## config.mk

```make
export PLATFORM = sky130hd
export DESIGN_NAME = modbus_tx_data_stream_flat
export DESIGN_NICKNAME = d
export VERILOG_FILES = /design/src/rtl/modbus_pkg.sv /design/src/rtl/modbus_tx_data_stream_if.sv /design/src/rtl/modbus_tx_data_stream_shadow_bank.sv /design/src/rtl/modbus_tx_data_stream.sv /design/src/flat_wrapper.sv
export SDC_FILE = /design/constraint.sdc
export NUM_CORES = 1
export LEC_CHECK = 0
export CAP_MARGIN = 15
export CORE_MARGIN = 2
export CORE_UTILIZATION = 35
export CTS_BUF_LIST = sky130_fd_sc_hd__clkbuf_4
export DETAILED_ROUTE_END_ITERATION = 10
export PLACE_DENSITY_LB_ADDON = 0.08
export SETUP_SLACK_MARGIN = 0.2
export SYNTH_ARGS = -nofsm -noshare
export SYNTH_HDL_FRONTEND = slang
export SYNTH_SLANG_ARGS = --single-unit
```

## constraint.sdc

```tcl
create_clock -name clk -period 4.14 [get_ports clk]
set_input_delay 0.621 -clock clk [delete_from_list [all_inputs] [get_ports clk]]
set_output_delay 0.621 -clock clk [all_outputs]
set_load 0.02 [all_outputs]
```

## src/rtl/modbus_pkg.sv

```systemverilog
// Shared types and limits for the Modbus RTU TX data stream.
package modbus_pkg;

   typedef enum logic [1:0] {IDLE, CAPTURE, STREAM, DONE} state_t;

   localparam int unsigned MB_MAX_WR_REGS = 123;
   localparam int unsigned MB_MAX_RD_REGS = 125;
   localparam int unsigned MB_REG_W       = 16;

   // Index wide enough to count 0..num inclusive.
   function automatic int unsigned idx_width(input int unsigned num);
      return $clog2(num + 1);
   endfunction

endpackage

```

## src/rtl/modbus_tx_data_stream_if.sv

```systemverilog
// Valid/ready word stream from the TX snapshot to the frame builder.
interface modbus_tx_data_stream_if #(
   parameter int unsigned DATA_W = 16
) ();
   logic              out_valid;
   logic              out_ready;
   logic              out_last;
   logic [DATA_W-1:0] out_data;

   modport master (output out_valid, output out_data, output out_last, input out_ready);
   modport slave  (input out_valid, input out_data, input out_last, output out_ready);
endinterface

```

## src/rtl/modbus_tx_data_stream_shadow_bank.sv

```systemverilog
// NUM x DATA_W capture register with a load strobe, an indexed read port and a flat view.
module modbus_shadow_bank #(
   parameter int unsigned NUM    = 30,
   parameter int unsigned DATA_W = 16,
   parameter int unsigned IDX_W  = 5
) (
   input  logic                  clk,
   input  logic                  reset_n,
   input  logic                  load,
   input  logic [NUM*DATA_W-1:0] d,
   input  logic [IDX_W-1:0]      rd_idx,
   output logic [DATA_W-1:0]     rd_data,
   output logic [NUM*DATA_W-1:0] q
);

   always_ff @(posedge clk or negedge reset_n) begin
      if (!reset_n) begin
         q <= '0;
      end else if (load) begin
         q <= d;
      end
   end

   // Out-of-range indices read as zero.
   always_comb begin
      rd_data = '0;
      for (int unsigned k = 0; k < NUM; k++) begin
         if (rd_idx == IDX_W'(k)) begin
            rd_data = q[k*DATA_W +: DATA_W];
         end
      end
   end

endmodule

```

## src/rtl/modbus_tx_data_stream.sv

```systemverilog
// Captures all write registers on frame_start and streams them word-by-word to the frame builder.
// Optional TX_MUX_CHANGE_DET_EN keeps the previous snapshot and flags whether the new one differs.
module modbus_tx_data_stream
   import modbus_pkg::*;
#(
   parameter int unsigned SLAVE_ADR           = 1,
   parameter int unsigned ADR_FIRST_REG_WRITE = 300,
   parameter int unsigned NUM_REG_WRITE       = 30,
   parameter int unsigned ADR_FIRST_REG_READ  = 340,
   parameter int unsigned NUM_REG_READ        = 30,
   parameter int unsigned DATA_W              = MB_REG_W
) (
   input  logic                            clk,
   input  logic                            reset_n,
   input  logic [NUM_REG_WRITE*DATA_W-1:0] data_in,
   input  logic                            frame_start,
   input  logic                            abort,
   modbus_tx_data_stream_if.master         tx,
   output logic                            busy,
   output logic                            frame_done,
   output logic                            data_changed,
   output logic [7:0]                      adr,
   output logic [15:0]                     adr_first_reg_tx,
   output logic [7:0]                      num_reg_tx,
   output logic [15:0]                     adr_first_reg_rx,
   output logic [7:0]                      num_reg_rx
);

   localparam int unsigned IDX_W = idx_width(NUM_REG_WRITE);
   localparam int unsigned FLAT_W = NUM_REG_WRITE * DATA_W;

   if (NUM_REG_WRITE < 1 || NUM_REG_WRITE > MB_MAX_WR_REGS) begin : g_bad_num_reg_write
      $fatal(1, "NUM_REG_WRITE must be in 1..%0d", MB_MAX_WR_REGS);
   end

   assign adr              = 8'(SLAVE_ADR);
   assign adr_first_reg_tx = 16'(ADR_FIRST_REG_WRITE);
   assign num_reg_tx       = 8'(NUM_REG_WRITE);
   assign adr_first_reg_rx = 16'(ADR_FIRST_REG_READ);
   assign num_reg_rx       = 8'(NUM_REG_READ);

   state_t              state, state_n;
   logic [IDX_W-1:0]    idx, idx_n;
   logic [DATA_W-1:0]   rd_data, data_q, data_n;
   logic                valid_q, last_q;
   logic                load;
   logic [FLAT_W-1:0]   shadow_q_unused;

   assign load = (state == CAPTURE) && !abort;

   modbus_shadow_bank #(
      .NUM    (NUM_REG_WRITE),
      .DATA_W (DATA_W),
      .IDX_W  (IDX_W)
   ) u_shadow (
      .clk     (clk),
      .reset_n (reset_n),
      .load    (load),
      .d       (data_in),
      .rd_idx  (idx_n),
      .rd_data (rd_data),
      .q       (shadow_q_unused)
   );

   always_ff @(posedge clk or negedge reset_n) begin
      if (!reset_n) begin
         state      <= IDLE;
         idx        <= '0;
         valid_q    <= 1'b0;
         last_q     <= 1'b0;
         data_q     <= '0;
         busy       <= 1'b0;
         frame_done <= 1'b0;
      end else begin
         state      <= state_n;
         idx        <= idx_n;
         valid_q    <= (state_n == STREAM);
         last_q     <= (state_n == STREAM) && (idx_n == IDX_W'(NUM_REG_WRITE - 1));
         data_q     <= data_n;
         busy       <= (state_n != IDLE);
         frame_done <= (state_n == DONE);
      end
   end

   // Next state and word index; abort overrides everything.
   always_comb begin
      state_n = state;
      idx_n   = idx;
      unique case (state)
         IDLE: begin
            if (frame_start) state_n = CAPTURE;
         end
         CAPTURE: begin
            state_n = STREAM;
            idx_n   = '0;
         end
         STREAM: begin
            if (tx.out_ready) begin
               if (idx == IDX_W'(NUM_REG_WRITE - 1)) begin
                  state_n = DONE;
                  idx_n   = '0;
               end else begin
                  idx_n = idx + IDX_W'(1);
               end
            end
         end
         DONE: begin
            state_n = IDLE;
         end
         default: begin
            state_n = IDLE;
         end
      endcase
      if (abort) begin
         state_n = IDLE;
         idx_n   = '0;
      end
   end

   // The shadow is only written on the CAPTURE edge, so word 0 bypasses it.
   always_comb begin
      data_n = data_q;
      if (state_n == STREAM) begin
         data_n = (state == CAPTURE) ? data_in[DATA_W-1:0] : rd_data;
      end
   end

   assign tx.out_valid = valid_q;
   assign tx.out_last  = last_q;
   assign tx.out_data  = data_q;

`ifdef TX_MUX_CHANGE_DET_EN
   logic [FLAT_W-1:0] prev_q;
   logic [DATA_W-1:0] prev_rd_unused;
   logic              first_frame;

   modbus_shadow_bank #(
      .NUM    (NUM_REG_WRITE),
      .DATA_W (DATA_W),
      .IDX_W  (IDX_W)
   ) u_prev (
      .clk     (clk),
      .reset_n (reset_n),
      .load    (load),
      .d       (data_in),
      .rd_idx  ('0),
      .rd_data (prev_rd_unused),
      .q       (prev_q)
   );

   always_ff @(posedge clk or negedge reset_n) begin
      if (!reset_n) begin
         data_changed <= 1'b1;
         first_frame  <= 1'b1;
      end else if (load) begin
         data_changed <= (data_in != prev_q) || first_frame;
         first_frame  <= 1'b0;
      end
   end
`else
   assign data_changed = 1'b1;
`endif

endmodule

```

## src/flat_wrapper.sv

```systemverilog
// flat-port wrapper written by rule: the top's interface ports become plain ports
module modbus_tx_data_stream_flat import modbus_pkg::*;
#(
   parameter int unsigned SLAVE_ADR           = 1,
   parameter int unsigned ADR_FIRST_REG_WRITE = 300,
   parameter int unsigned NUM_REG_WRITE       = 30,
   parameter int unsigned ADR_FIRST_REG_READ  = 340,
   parameter int unsigned NUM_REG_READ        = 30,
   parameter int unsigned DATA_W              = MB_REG_W
)
  (clk, reset_n, data_in, frame_start, abort, busy, frame_done, data_changed, adr, adr_first_reg_tx, num_reg_tx, adr_first_reg_rx, num_reg_rx, tx_out_valid, tx_out_data, tx_out_last, tx_out_ready);
  modbus_tx_data_stream_if #(.DATA_W(DATA_W)) tx_i ();
  input  logic clk;
  input  logic reset_n;
  input  logic [NUM_REG_WRITE*DATA_W-1:0] data_in;
  input  logic frame_start;
  input  logic abort;
  output logic busy;
  output logic frame_done;
  output logic data_changed;
  output logic [7:0] adr;
  output logic [15:0] adr_first_reg_tx;
  output logic [7:0] num_reg_tx;
  output logic [15:0] adr_first_reg_rx;
  output logic [7:0] num_reg_rx;
  output wire logic [$bits(tx_i.out_valid)-1:0] tx_out_valid;
  output wire logic [$bits(tx_i.out_data)-1:0] tx_out_data;
  output wire logic [$bits(tx_i.out_last)-1:0] tx_out_last;
  input wire logic [$bits(tx_i.out_ready)-1:0] tx_out_ready;
  assign tx_out_valid = tx_i.out_valid;
  assign tx_out_data = tx_i.out_data;
  assign tx_out_last = tx_i.out_last;
  assign tx_i.out_ready = tx_out_ready;
  modbus_tx_data_stream #(.SLAVE_ADR(SLAVE_ADR), .ADR_FIRST_REG_WRITE(ADR_FIRST_REG_WRITE), .NUM_REG_WRITE(NUM_REG_WRITE), .ADR_FIRST_REG_READ(ADR_FIRST_REG_READ), .NUM_REG_READ(NUM_REG_READ), .DATA_W(DATA_W)) u_core (.clk(clk), .reset_n(reset_n), .data_in(data_in), .frame_start(frame_start), .abort(abort), .tx(tx_i), .busy(busy), .frame_done(frame_done), .data_changed(data_changed), .adr(adr), .adr_first_reg_tx(adr_first_reg_tx), .num_reg_tx(num_reg_tx), .adr_first_reg_rx(adr_first_reg_rx), .num_reg_rx(num_reg_rx));
endmodule
```

==> results.sh, run 1 <==
export IMPL_status="finished, final reports clean"
export IMPL_fin_util_pct=47.6
export IMPL_startpoint="u_core.idx[0]"
export IMPL_numCtsBuffers=147
export IMPL_multi_input_area_um2=11200
export IMPL_seq_area_um2=12700
export IMPL_worst_pin_slew_ps=912
export IMPL_drive_gt1_share_pct=33.2
export IMPL_power_switching_mw=6.81
export IMPL_cts_htree_levels=4
export IMPL_grt_antenna_before_repair=5
export IMPL_syn2layout_area_growth_pct=34.6
export IMPL_max_freq_mhz=262
export IMPL_ys_seq_elements=507
export IMPL_min_from="data_in[442]"
export IMPL_fin_ws_ps=317
export IMPL_vdd_drop_max_mv=0.272
export IMPL_ant_nets=0
export IMPL_maxCapViolCount=0
export IMPL_ys_top_cells_by_area="dfrtp_1 51%, mux2_2 22%, nand2_1 2.6%"
export IMPL_syn_area_per_cell_um2=12.0
export IMPL_synth_edff_count=0
export IMPL_hp_class="primary input to register"
export IMPL_core_area_um2=70100
export IMPL_rsz0062_at_grt="yes"
export IMPL_die_h_um=270
export IMPL_ys_warn_count=0
export IMPL_worstPathMaxFanout=19
export IMPL_grt_max_degree=159
export IMPL_drt_iter0_markers=1486
export IMPL_drc=0
export IMPL_drt_pass1_iter_count=6
export IMPL_min_to="u_core.u_shadow.q[442]"
export IMPL_power_density_nw_per_um2=612
export IMPL_finalHoldViolCount=0
export IMPL_syn_cell_area_um2=24800
export IMPL_num_vias=20000
export IMPL_seqPwrFrac_pct=45.4
export IMPL_hold_slack_ps=238
export IMPL_port_buffer_count=504
export IMPL_clk_pin_slew_ps=60
export IMPL_fin_crit_sh_pct=92.3
export IMPL_setup_viol=0
export IMPL_maxSlewViolCount=0
export IMPL_rows=97
export IMPL_setup_worst_path_end_class="register"
export IMPL_clock_latency_ps=970
export IMPL_grtUsageTotal_pct=27.4
export IMPL_grt_ovfl_total=0
export IMPL_sw_frac_of_total_pct=33.3
export IMPL_cts_sinks=507
export IMPL_layout_nets=3194
export IMPL_n_fill_cell=6591
export IMPL_critPathLaunchType="register"
export IMPL_initial_utilization_pct=35.4
export IMPL_synth_cell_types=92
export IMPL_final_cell_mix="507 x dfrtp_1, 503 x clkdlybuf4s50_1, 484 x mux2_2, 222 x clkbuf_4, 174 x nand2_1"
export IMPL_die_area_um2=73000
export IMPL_globalplace_congestion=0.932
export IMPL_hold_depth=3
export IMPL_synth_main_ff_cell="dfrtp_1"
export IMPL_period_needed_ps=3820
export IMPL_final_common_cell="dfrtp_1"
export IMPL_pin_count=562
export IMPL_path_class="register to register"
export IMPL_detail_route_wl_per_cell_um=27.2
export IMPL_wirelength_um=102000
export IMPL_yosysSeqAreaShare_pct=51.2
export IMPL_rrSetupSlack_ps=320
export IMPL_r2r_end="u_core.tx.out_data[6]"
export IMPL_worst_endpoint_arrival_ps=4700
export IMPL_die_w_um=270
export IMPL_detail_route_vias_per_cell=5.33
export IMPL_cts_root_buf="clkbuf_4"
export IMPL_relSlewSlack_pct=39.2
export IMPL_cp_required_ps=5010
export IMPL_reg2reg_from="u_core.idx[0]"
export IMPL_yosysTopAreaCell="dfrtp_1"
export IMPL_power_share_clock_pct=23.3
export IMPL_finalClockSkew_ps=62.6
export IMPL_synth_top_area_share_pct=51.2
export IMPL_grt_pass1_wl_um=146000
export IMPL_hpwl_um=76900
export IMPL_async_flop_share_pct=100
export IMPL_cts_tree="done"
export IMPL_p_leak_nw=13.7
export IMPL_syn_inst=2058
export IMPL_post_place_ws_ps=-379
export IMPL_cts_max_path_buffers=3
export IMPL_grt_pass1_vias=21100
export IMPL_postCtsSetupBuffers=0
export IMPL_pwr_share_comb_pct=31.2
export IMPL_p_int_mw=13.6
export IMPL_reg2reg_depth=13
## registers in the layout, indices dropped and copies added (netlist names)
signal / cells
u_core.state: 2
u_core.idx: 5
u_core.tx.out_last: 1
u_core.u_shadow.q: 480
u_core.tx.out_data: 16
u_core.busy: 1
u_core.tx.out_valid: 1
u_core.frame_done: 1
## power by group through the flow
| stage | clock (mW) | combinational [mW] | sequential, mW |
|---|---|---|---|
| after detailed placement | 0 | 6.34 | 9.32 |
| after CTS | 4.92 | 6.41 | 9.25 |
| after global routing | 5.20 | 6.84 | 9.51 |
| after floorplan | 0 | 4.26 | 8.46 |
| after global placement | 0 | 6.24 | 9.32 |
| final | 4.77 | 6.38 | 9.29 |
## critical path, stage by stage (launching register included)
cell and delay (ps):
dfrtp_1 550, ha_1 390, and3_4 270, mux2i_2 330
buf_4 190, a21oi_1 60, a31oi_2 210, buf_12 190
a21boi_1 370, o22ai_1 200, a211oi_2 440, buf_4 180
o21ai_1 150, a21oi_1 160
## per-layer routing
| layer | wire (µm) | global-route usage (%) | vias up |
|---|---|---|---|
| met5 | 0 | 0 | - |
| met4 | 3380 | 10.5 | 0 |
| met3 | 5540 | 5.00 | 166 |
| met2 | 49700 | 45.4 | 826 |
| met1 | 43400 | 35.7 | 10200 |
| li1 | - | - | 8829 |
## how the worst max path moves through the flow
stage / to / slack [ps] / cells after the start
3_3_place_gp: u_core.tx.out_data[0] / -940 / 14
4_1_cts: u_core.tx.out_data[6] / 180 / 13
5_1_grt: u_core.tx.out_data[15] / 150 / 14
3_5_place_dp: u_core.tx.out_data[6] / -380 / 13
2_1_floorplan: u_core.tx.out_data[8] / 1240 / 14
6_report: u_core.tx.out_data[6] / 320 / 13
## synth_stat cells (12+ instances only)
library cell,number
o2bb2ai_1,14
mux4_2,19
o22ai_1,14
clkbuf_1,78
buf_4,73
nor2_1,66
buf_2,33
a221oi_1,16
buf_6,14
and3_1,12
mux2_2,484
o21ai_0,93
a21oi_1,104
a22oi_1,18
o221ai_1,12
o21ai_1,15
o211ai_1,13
mux2i_1,34
a211oi_1,16
nand2_1,174
nor3_1,16
dfrtp_1,507
a31oi_1,18
nand3_1,42
## final cells by class
| class | instances | share of cell area, % |
|---|---|---|
| Multi-Input combinational cell | 1389 | 33.5 |
| Sequential cell | 507 | 38.0 |
| Antenna cell | 4 | 0.0300 |
| Tap cell | 940 | 3.52 |
| Clock inverter | 31 | 0.558 |
| Clock buffer | 222 | 4.99 |
| Inverter | 13 | 0.176 |
| Timing Repair Buffer | 646 | 19.3 |
## cell families (layout without fill, tap and decap cells)
family,count (synthesis),count (layout),share of synthesized area [%]
mux,541,541,25.3
flops,507,507,51.2
compound gates,423,423,11.3
simple gates,360,360,6.76
buf+inv,217,912,5.12
fa+ha+maj,5,5,0.252
xor+xnor,3,3,0.106
other cells,2,61,0.0303
## repair_timing
item / 4_1_cts / 5_1_grt
hold endpoints to repair: 79 / 0
hold buffers: 1 / 0
endpoints found under the setup margin: 5 / 8
gates cloned: 0 / 1
pin swaps: 2 / 4
resized for setup: 6 / 11
## through the flow
step	instance area, µm²	std cells	total power [mW]	TNS (ps)
final	33400	3752	20.4	0
after global routing	33400	3751	21.6	0
after floorplan	25000	2113	12.7	0
after global placement	31400	3492	15.6	-2300
after CTS	33300	3747	20.6	0
after detailed placement	31400	3493	15.7	-1400
Power figures use the tool's default switching activity.
==> inputs of run 2 (changes only) <==
--- a/config.mk
+++ b/config.mk
@@ -6,6 +6,8 @@
 export NUM_CORES = 1
 export LEC_CHECK = 0
 export CAP_MARGIN = 15
+export CELL_PAD_IN_SITES_DETAIL_PLACEMENT = 1
+export CELL_PAD_IN_SITES_GLOBAL_PLACEMENT = 1
 export CORE_MARGIN = 2
 export CORE_UTILIZATION = 35
 export CTS_BUF_LIST = sky130_fd_sc_hd__clkbuf_4
==> run 2 against run 1 <==
  * Clock power increased by 5.5%
  * Routed wire length increased by 7.2%
  * Clock-buffer cell count decreased by 14
  * Core utilization decreased by 0.13 points
  * Clock skew decreased by 23 ps
  * Sequential share of layout area increased by 0.11 points
  * Setup slack got worse by 62 ps
  * Highest routed layer is now met5
  * Final cell count decreased by 0.51%
  * Total power increased by 2.2%
  * Worst hold slack got worse by 22 ps
  * Non-clock buffer count decreased by 20
==> results.sh, run 2 (synthesis gave the netlist of run 1 again) <==
export IMPL_drt_iter0_markers=1461
export IMPL_final_common_cell="dfrtp_1"
export IMPL_crit_cells=13
export IMPL_die_h_um=270
export IMPL_seq_area_um2=12700
export IMPL_cp_slowest_stage_delay_ps=430
export IMPL_met1_usage_pct=37.0
export IMPL_grt_ovfl_total=0
export IMPL_final_cell_mix="506 x dfrtp_1, 503 x clkdlybuf4s50_1, 484 x mux2_2, 208 x clkbuf_4, 174 x nand2_1"
export IMPL_grt_antenna_before_repair=4
export IMPL_dp_cells=3473
export IMPL_reg2reg_depth=13
export IMPL_slowest_stage="ha_2"
export IMPL_max_freq_mhz=257
export IMPL_cts_tree="done"
export IMPL_hp_class="primary input to register"
export IMPL_status="finished, final reports clean"
export IMPL_hold_depth=3
export IMPL_clock_latency_ps=1010
export IMPL_grtUsageTotal_pct=29.6
export IMPL_critPathLaunchType="register"
export IMPL_final_cells=3733
export IMPL_grt_pass1_wl_um=157000
export IMPL_rows=97
export IMPL_fin_crit_sh_pct=93.8
export IMPL_multi_input_area_um2=11100
export IMPL_power_density_nw_per_um2=627
export IMPL_cts_max_path_buffers=3
export IMPL_path_buf_inv=3
export IMPL_worstPathMaxFanout=22
export IMPL_die_area_um2=73000
export IMPL_core_area_um2=70100
export IMPL_regMostFlops="u_core.u_shadow.q"
export IMPL_port_buffer_count=504
export IMPL_n_fill_cell=7569
export IMPL_cp_required_ps=5000
export IMPL_grt_max_degree=102
export IMPL_cp_cell_sequence="inv_1 > ha_2 > nand2_2 > nor4b_4 > o21ai_4 > inv_6 > buf_6 > mux2_1 > a221o_1 > o2111ai_1 > a21oi_2 > a211oi_2 > o2bb2ai_1"
export IMPL_crit_family="compound AO/OA/AOI/OAI gates"
export IMPL_post_place_ws_ps=-549
export IMPL_numCtsBuffers=150
export IMPL_drt_pass1_iter_count=5
export IMPL_cts_htree_levels=4
export IMPL_cts_sinks=507
export IMPL_period_needed_ps=3880
export IMPL_largest_reg_flops=480
export IMPL_wirelength_um=109000
export IMPL_fin_ws_ps=255
export IMPL_syn2layout_area_growth_pct=34.3
export IMPL_p_total_mw=20.9
export IMPL_drc=0
export IMPL_rsz0062_at_grt="yes"
export IMPL_finalClockSkew_ps=39.2
export IMPL_cts_root_buf="clkbuf_4"
export IMPL_detail_route_wl_per_cell_um=29.3
export IMPL_worst_endpoint_arrival_ps=4740
export IMPL_hold_slack_ps=216
export IMPL_path_class="register to register"
export IMPL_setup_viol=0
export IMPL_maxCapViolCount=0
export IMPL_relSlewSlack_pct=32.2
export IMPL_ant_nets=0
export IMPL_die_w_um=270
export IMPL_grt_util_met3_pct=6.35
export IMPL_postCtsSetupBuffers=0
export IMPL_tns_ps=0
export IMPL_maxSlewViolCount=0
export IMPL_vdd_drop_max_mv=0.270
export IMPL_pin_count=562
export IMPL_use_met2_pct=50.1
export IMPL_finalHoldViolCount=0
export IMPL_num_vias=20300
export IMPL_clk_pin_slew_ps=60
export IMPL_p_leak_nw=13.6
export IMPL_hpwl_um=82800
export IMPL_grt_busiest_layer="met2"
export IMPL_detail_route_vias_per_cell=5.43
export IMPL_setup_worst_path_end_class="register"
export IMPL_worst_pin_slew_ps=1020
export IMPL_drive_gt1_share_pct=32.4
export IMPL_globalplace_congestion=0.898
export IMPL_grt_pass1_vias=22400
export IMPL_initial_utilization_pct=35.4
export IMPL_layout_nets=3177
==> run 2: worst paths after layout <==
path / start / slack [ps] / to
setup / recovery: u_core.state[0] / 260 / u_core.tx.out_data[10]
hold / removal: data_in[442] / 220 / u_core.u_shadow.q[442]
setup reg to reg: u_core.state[0] / 260 / u_core.tx.out_data[10]
hold reg to reg: u_core.u_shadow.q[170] / 500 / u_core.u_shadow.q[170]
max in group asynchronous: reset_n / 2670 / u_core.u_shadow.q[371]
min in group asynchronous: reset_n / 230 / u_core.u_shadow.q[217]
==> run 2: cell type report <==
type	instances	area share (%)
flip-flops and latches	507	38.1
multi-input cells	1389	33.5
repair buffers	626	18.9
clock buffers	208	4.69
well taps	940	3.53
clock inverters	43	1.07
inverters	13	0.199
diodes	7	0.0526
==> run 2: per-layer routing <==
layer	vias up	wire (µm)
met2	779	54400
met4	2	4000
met1	10500	44800
met3	194	6190
li1	8802	-
met5	-	16
==> run 2: timing repair <==
action,CTS,global route
endpoints found under the hold margin,86,0
hold buffers,1,0
gates resized for setup,8,11
gates cloned,0,1
endpoints found under the setup margin,5,12
==> run 2: power by group <==
group	internal [mW]	switching, mW
Sequential	7.45	1.90
Clock	2.69	2.34
Combinational	3.64	2.87
==> run 2: worst min-delay path: stages <==
cell	delay, ps
clkdlybuf4s50_1	420
nand2_1	60
o21ai_0	60
==> run 2: through the flow <==
step                      utilization, %  instance area, µm²
after detailed placement            44.6               31300
after global placement              44.6               31300
final                               47.5               33300
after global routing                47.5               33300
after CTS                           47.4               33200
after floorplan                        -               25000
==> inputs of run 3 (changes only) <==
--- a/config.mk
+++ b/config.mk
@@ -9,7 +9,7 @@
 export CELL_PAD_IN_SITES_DETAIL_PLACEMENT = 1
 export CELL_PAD_IN_SITES_GLOBAL_PLACEMENT = 1
 export CORE_MARGIN = 2
-export CORE_UTILIZATION = 35
+export CORE_UTILIZATION = 41
 export CTS_BUF_LIST = sky130_fd_sc_hd__clkbuf_4
 export DETAILED_ROUTE_END_ITERATION = 10
 export PLACE_DENSITY_LB_ADDON = 0.08
==> run 3 against run 2 <==
  * Register-to-register slack improved by 60 ps
  * First-iteration DRC count grew 11%
  * Flip-flop and latch count did not move
  * Combinational power decreased by 0.8%
  * Via count grew 0.49%
  * Clock power about the same
  * Critical path depth up 1
  * Sequential power about the same
  * Global-route usage up 3.4 points
  * Clock-buffer cell count is 10 higher
  * Routed wire length decreased by 6.3%
  * Sequential share of layout area grew 0.065 points
  * Critical path type unchanged
==> results.sh, run 3 (synthesis gave the netlist of run 1 again) <==
export IMPL_status="finished, final reports clean"
export IMPL_globalplace_congestion=0.908
export IMPL_cts_root_buf="clkbuf_4"
export IMPL_maxCapViolCount=0
export IMPL_detail_route_wl_per_cell_um=28.5
export IMPL_rrSetupSlack_ps=320
export IMPL_cp_required_ps=5020
export IMPL_crit_family="compound AO/OA/AOI/OAI gates"
export IMPL_final_cell_mix="507 x dfrtp_1, 503 x clkdlybuf4s50_1, 484 x mux2_2, 218 x clkbuf_4, 174 x nand2_1"
export IMPL_post_place_ws_ps=-635
export IMPL_drt_pass1_iter_count=5
export IMPL_pin_count=562
export IMPL_die_area_um2=62500
export IMPL_design_area_um2=33200
export IMPL_grt_pass1_wl_um=151000
export IMPL_cts_htree_levels=4
export IMPL_clock_latency_ps=1020
export IMPL_cp_cell_sequence="inv_1 > ha_1 > and4_4 > nor4b_4 > o21ai_4 > inv_6 > buf_12 > nor2_1 > buf_4 > a31o_2 > a222oi_1 > o2111ai_2 > a31oi_4 > o21ai_0"
export IMPL_multi_input_area_um2=11200
export IMPL_reg2reg_depth=14
export IMPL_r2r_end="u_core.tx.out_data[9]"
export IMPL_detail_route_vias_per_cell=5.66
export IMPL_min_from="data_in[207]"
export IMPL_vdd_drop_max_mv=0.314
export IMPL_worstPathMaxFanout=34
export IMPL_dpl_cell_area_um2=31200
export IMPL_finalHoldViolCount=0
export IMPL_fin_crit_sh_pct=92.3
export IMPL_cts_sinks=507
export IMPL_die_w_um=250
export IMPL_core_area_um2=60000
export IMPL_reg2reg_from="u_core.idx[1]"
export IMPL_seq_area_um2=12700
export IMPL_worst_endpoint_arrival_ps=4700
export IMPL_slowest_stage="dfrtp_1"
export IMPL_final_common_cell="dfrtp_1"
export IMPL_grt_pass1_vias=22300
export IMPL_grt_antenna_before_repair=10
export IMPL_relSlewSlack_pct=34.5
export IMPL_initial_utilization_pct=41.3
export IMPL_n_fill_cell=6268
export IMPL_cts_tree="done"
export IMPL_grt_max_degree=107
export IMPL_dp_cells=3334
export IMPL_regMostFlops="u_core.u_shadow.q"
export IMPL_layout_nets=3188
export IMPL_met3WireLength_um=5520
export IMPL_numCtsBuffers=142
export IMPL_largest_reg_flops=480
export IMPL_drc=0
export IMPL_finalClockSkew_ps=44.1
export IMPL_maxSlewViolCount=0
export IMPL_max_freq_mhz=262
export IMPL_setup_viol=0
export IMPL_crit_cells=14
export IMPL_ant_nets=0
export IMPL_syn2layout_area_growth_pct=34.0
export IMPL_setup_worst_path_end_class="register"
export IMPL_met1_length_um=43600
export IMPL_worst_pin_slew_ps=982
export IMPL_num_vias=20400
export IMPL_period_needed_ps=3820
export IMPL_p_leak_nw=13.6
export IMPL_port_buffer_count=504
export IMPL_grt_ovfl_total=0
export IMPL_highest_layer="met5"
export IMPL_cp_slowest_stage_delay_ps=550
export IMPL_drt_iter0_markers=1624
export IMPL_rows=90
export IMPL_fin_ws_ps=319
export IMPL_die_h_um=250
export IMPL_path_buf_inv=4
export IMPL_critPathLaunchType="register"
export IMPL_clk_pin_slew_ps=70
export IMPL_hpwl_um=77500
export IMPL_grtUsageTotal_pct=33.0
export IMPL_wirelength_um=103000
export IMPL_path_class="register to register"
export IMPL_hp_class="primary input to register"
export IMPL_power_density_nw_per_um2=627
export IMPL_final_cells=3597
export IMPL_wl_met2_um=49000
export IMPL_hold_depth=2
export IMPL_cts_max_path_buffers=3
export IMPL_rsz0062_at_grt="no"
export IMPL_drive_gt1_share_pct=33.0
export IMPL_min_to="u_core.u_shadow.q[207]"
==> run 3: timing repair <==
item                                    in CTS  in global routing
pin swaps                                    0                  4
endpoints found under the setup margin       3                  9
hold endpoints to repair                    96                  0
gates resized for setup                      6                  8
buffers inserted                             0                  1
hold buffers                                 1                  0
==> run 3: where the power goes <==
| part | leakage [nW] | internal [mW] | switching [mW] |
|---|---|---|---|
| registers | 6.07 | 7.45 | 1.90 |
| logic | 6.44 | 3.63 | 2.83 |
| clock network | 1.14 | 2.77 | 2.27 |
==> run 3: layout make-up <==
cell class                 instances  share of cell area [%]
clock inverter                    32                   0.919
timing repair buffer             645                    19.1
tap                              782                    2.94
antenna                           11                  0.0828
clock buffer                     218                    4.92
multi-input combinational       1389                    33.6
inverter                          13                   0.177
sequential                       507                    38.2
==> run 3: layer usage <==
metal	vias up	global-route usage (%)
met2	791	53.3
met4	2	14.9
met3	194	6.68
met5	-	0
li1	8825	-
met1	10500	42.9
==> run 3: how the worst max path moves through the flow <==
stage               startpoint               endpoint  slack (ps)
2_1_floorplan  u_core.state[0]  u_core.tx.out_data[8]        1240
3_3_place_gp      tx_out_ready  u_core.tx.out_data[9]        -640
3_5_place_dp      tx_out_ready  u_core.tx.out_data[9]        -640
4_1_cts        u_core.state[0]  u_core.tx.out_data[9]         100
5_1_grt          u_core.idx[1]  u_core.tx.out_data[9]         200
6_report         u_core.idx[1]  u_core.tx.out_data[9]         320
==> run 3: stage by stage <==
stage          utilization, %  setup TNS [ps]  power (mW)  hold WS [ps]
2_1_floorplan               -               0        12.7           325
3_3_place_gp             51.9           -1260        15.5           485
3_5_place_dp             51.9           -1340        15.7           491
4_1_cts                  55.3               0        20.9           129
5_1_grt                  55.4               0        21.9           127
6_report                 55.4               0        20.8           208
